File: config.mk
export PLATFORM = sky130hd
export DESIGN_NAME = csa64_eqg
export DESIGN_NICKNAME = d
export VERILOG_FILES = /design/src/rtl/csa_pkg.sv /design/src/rtl/rca_group.sv /design/src/rtl/csa64_eqg.sv
export SDC_FILE = /design/constraint.sdc
export NUM_CORES = 1
export LEC_CHECK = 0
export ABC_AREA = 1
export CORE_AREA = 10 10 171 173
export DETAILED_ROUTE_END_ITERATION = 7
export DIE_AREA = 0 0 181 183
export PLACE_DENSITY_LB_ADDON = 0.3
export SYNTH_ARGS = -nofsm -noshare
export SYNTH_HDL_FRONTEND = slang
export SYNTH_HIERARCHICAL = 1
export SYNTH_SLANG_ARGS = --single-unit
File: constraint.sdc
create_clock -name clock -period 8.09 [get_ports clock]
set_input_delay 0.809 -clock clock [delete_from_list [all_inputs] [get_ports clock]]
set_output_delay 0.809 -clock clock [all_outputs]
set_load 0.02 [all_outputs]
File: src/rtl/csa_pkg.sv
// Shared constants and types for the 64-bit carry-select adder.
package csa_pkg;
  localparam int WIDTH   = 64;
  localparam int GROUP_W = 8;
  localparam int NGROUPS = WIDTH / GROUP_W;

  typedef logic [WIDTH-1:0] word_t;
endpackage

File: src/rtl/rca_group.sv
// Ripple-carry adder slice built from explicit full adders; used as one
// carry-select group (or both halves of a precomputed pair).
module rca_group #(
  parameter int W = 8
) (
  input  logic [W-1:0] a,
  input  logic [W-1:0] b,
  input  logic         cin,
  output logic [W-1:0] s,
  output logic         cout
);
  logic [W:0] w_c;

  assign w_c[0] = cin;

  for (genvar gi = 0; gi < W; gi++) begin : g_fa
    assign s[gi]       = a[gi] ^ b[gi] ^ w_c[gi];
    assign w_c[gi + 1] = (a[gi] & b[gi]) | (w_c[gi] & (a[gi] ^ b[gi]));
  end

  assign cout = w_c[W];
endmodule

File: src/rtl/csa64_eqg.sv
// 64-bit unsigned carry-select adder with equal-size groups, registered
// operands and registered {crout,sum}: two-edge latency, one pair per cycle.
module csa64_eqg #(
  parameter int GROUP_W = csa_pkg::GROUP_W
) (
  output csa_pkg::word_t sum,
  output logic           crout,
  input  csa_pkg::word_t op1,
  input  csa_pkg::word_t op2,
  input  logic           clock,
  input  logic           reset
);
  import csa_pkg::*;

  localparam int NGROUPS = WIDTH / GROUP_W;

  word_t            r_op1_q;
  word_t            r_op2_q;
  word_t            w_sum_sel;
  logic [NGROUPS:1] w_gc;   // w_gc[g] is the carry into group g

  for (genvar gi = 0; gi < NGROUPS; gi++) begin : g_grp
    if (gi == 0) begin : g_ripple
      rca_group #(.W(GROUP_W)) u_rca (
        .a   (r_op1_q[0 +: GROUP_W]),
        .b   (r_op2_q[0 +: GROUP_W]),
        .cin (1'b0),
        .s   (w_sum_sel[0 +: GROUP_W]),
        .cout(w_gc[1])
      );
    end else begin : g_select
      logic [GROUP_W-1:0] w_s0;
      logic [GROUP_W-1:0] w_s1;
      logic               w_c0;
      logic               w_c1;

      rca_group #(.W(GROUP_W)) u_rca0 (
        .a   (r_op1_q[gi*GROUP_W +: GROUP_W]),
        .b   (r_op2_q[gi*GROUP_W +: GROUP_W]),
        .cin (1'b0),
        .s   (w_s0),
        .cout(w_c0)
      );

      rca_group #(.W(GROUP_W)) u_rca1 (
        .a   (r_op1_q[gi*GROUP_W +: GROUP_W]),
        .b   (r_op2_q[gi*GROUP_W +: GROUP_W]),
        .cin (1'b1),
        .s   (w_s1),
        .cout(w_c1)
      );

      assign w_sum_sel[gi*GROUP_W +: GROUP_W] = w_gc[gi] ? w_s1 : w_s0;
      assign w_gc[gi + 1]                     = w_gc[gi] ? w_c1 : w_c0;
    end
  end

  always_ff @(posedge clock or posedge reset) begin
    if (reset) begin
      r_op1_q <= '0;
      r_op2_q <= '0;
      sum     <= '0;
      crout   <= 1'b0;
    end else begin
      r_op1_q <= op1;
      r_op2_q <= op2;
      sum     <= w_sum_sel;
      crout   <= w_gc[NGROUPS];
    end
  end
endmodule

==> impl_metrics.yaml <==
worst_setup_path:
  critPathMaxFanout: 11
  worstSetupStartpointType: "register"
  arrival_ps: 5590
  required_ps: 8410
  critPathCaptureType: "register"
  crit_type: "reg -> reg"
sta:
  tightest_slew_ps: 981
  slew_viol_final: 0
  slew_headroom: 0.346
  rsz0062_at_grt: "false"
  fmax_ghz: 0.189
  finalHoldViolCount: 0
  final-setup-viol-count: 0
  setup_tns_ps: 0
  finalClockSkew_ps: 10.4
  period_minus_slack_ps: 5280
  fin_crit_sh: 0.652
detailed_routing:
  routed_wl_mm: 18.1
  vias: 4917
  drtAntennaViolNets: 0
  drtIter0Drc: 211
  drc: 0
  first_pass_iters: 4
  vias_per_cell: 4.03
  wire_per_inst_um: 14.8
floorplanning:
  core_area_um2: 25800
  die_area_um2: 33100
  start_util: 0.344
  pin_count: 195
  die_h_um: 183
  fp.dieW_um: 181
  num_rows: 59
global_route:
  grt_start_max_net_pins: 116
  overflow: 0
  antenna_found_initial: 1
  first_global_vias: 5712
  grt.total_usage: 0.114
  grt_pass1_wl_mm: 29.4
cts:
  numCtsBuffers: 17
  h-tree-depth: 4
  root_buffer: "clkbuf_16"
  cts_num_sinks: 193
  clock_latency_ps: 430
  cts_buffer_depth: 2
  cts_tree: "done"
  ctsResizeCount: 0
  hold_buffers: 0
  clk_pin_slew_ps: 80
  postCtsSetupRepairBufs: 0
synth:
  netlist.area_leader.share: 0.545
  synth_cells: 646
  synth_warnings: 6
  yosys.area.top_type: "dfrtp_1"
  synth.top_cells.by_area: "dfrtp_1 55%, fa_1 27%, inv_1 6.9%"
  yosysSeqAreaShare: 0.545
  synth_area_um2: 8860
  avgSynthCellArea_um2: 13.7
  synth_seq_cells: 193
  ys_types: 17
final_layout:
  drive_gt1_frac: 0.0792
  nets: 1121
  syn2layout_area_growth_pct: 34.1
min_path:
  holdCritPathClass: "reg -> reg"
placed_design:
  numPortBuffers: 194
  hpwl_mm: 14.5
  place.gp.congestion: 0.723
power_and_ir_drop:
  power.total_uw: 2750
  vdd_drop_max_v: 0.000156
  leakagePower_uw: 0.00566
  p_per_area_nw_per_um2: 231
status:
  status: "complete, no violations"
run:
  maxCapViolations: 0
-- state kept, by name, indices dropped and copies added, names as in the netlist --
signal and flops:
r_op1_q 64, sum 64, crout 1, r_op2_q 64
-- report_power, final --
| group | internal (µW) | leakage [µW] | switching (µW) |
|---|---|---|---|
| sequential | 1090 | 0.00226 | 63.5 |
| clock | 448 | 0.000300 | 417 |
| combinational | 346 | 0.00310 | 386 |
-- cell families (layout without fill, tap and decap cells) --
| logic type | Yosys count | in the layout | share of synthesized area |
|---|---|---|---|
| buffers and inverters | 166 | 391 | 0.0720 |
| AND/OR/NAND/NOR | 149 | 149 | 0.0903 |
| multiplexers | 16 | 16 | 0.0203 |
| flip-flops | 193 | 193 | 0.545 |
| other | 2 | 16 | 0.000848 |
| adder cells (fa/ha/maj) | 120 | 120 | 0.271 |
-- layout make-up --
type	instances	area, µm²
fill	2346	13900
sequential	193	4830
multi-input combinational	300	3440
timing repair buffer	195	1950
inverter	164	623
clock buffer	17	425
tap	335	419
clock inverter	15	186
antenna	1	2.50
-- worst paths after layout --
check | startpoint | to | slack (ps) | cells past startpoint
max in group asynchronous | reset | sum[61] | 5730 | 3
setup / recovery | r_op1_q[0] | sum[61] | 2810 | 22
min in group asynchronous | reset | sum[5] | 900 | 2
hold / removal | r_op2_q[2] | sum[2] | 540 | 1
hold reg to reg | r_op2_q[2] | sum[2] | 540 | 1
setup reg to reg | r_op1_q[0] | sum[61] | 2810 | 22
-- per-stage QoR --
stage	cells	hold WS (ps)	setup WS [ps]	utilization	area [µm²]
after CTS	1219	549	2700	0.461	11900
after detailed placement	1187	530	2740	0.437	11300
final	1220	544	2810	0.461	11900
after global placement	1187	515	2920	0.437	11300
after floorplan	659	512	2030	-	8910
after global routing	1220	585	2420	0.461	11900
-- critical path: stages, from the launching register on --
cell      delay (ps)
dfrtp_1          400
fa_1             420
inv_1             70
fa_1             160
inv_1             50
fa_1             380
fa_1             400
fa_1             400
fa_1             390
fa_1             370
inv_1             70
fa_1             210
inv_1            200
inv_2            240
nand2_4          110
nand3_2           90
nand3_2          130
nand2_2          290
nand2_2          140
nand3b_2         290
nand3_4          180
nand3_1          130
nand2_1           60
-- synthesized netlist by cell type (all sizes together) --
cell type  instances
conb               2
buf                2
inv              164
fa               120
dfrtp            193
nand3b             2
mux2              16
nand2            100
nand3             47
-- layer usage --
metal,GRT usage,part of all wire
met1,0.130,0.40
met2,0.201,0.54
met3,0.0321,0.046
met4,0.0387,0.014
met5,0,0
-- cells in the final DEF (no fill, tap or decap), drive strengths merged --
cell             n
nand3           47
inv            172
diode            1
bufinv           1
mux2            16
nand2          100
clkinv           6
nand3b           2
clkbuf          17
buf              1
clkdlybuf4s50  194
conb            15
dfrtp          193
fa             120
No activity file was read; power rests on OpenSTA's default activity.
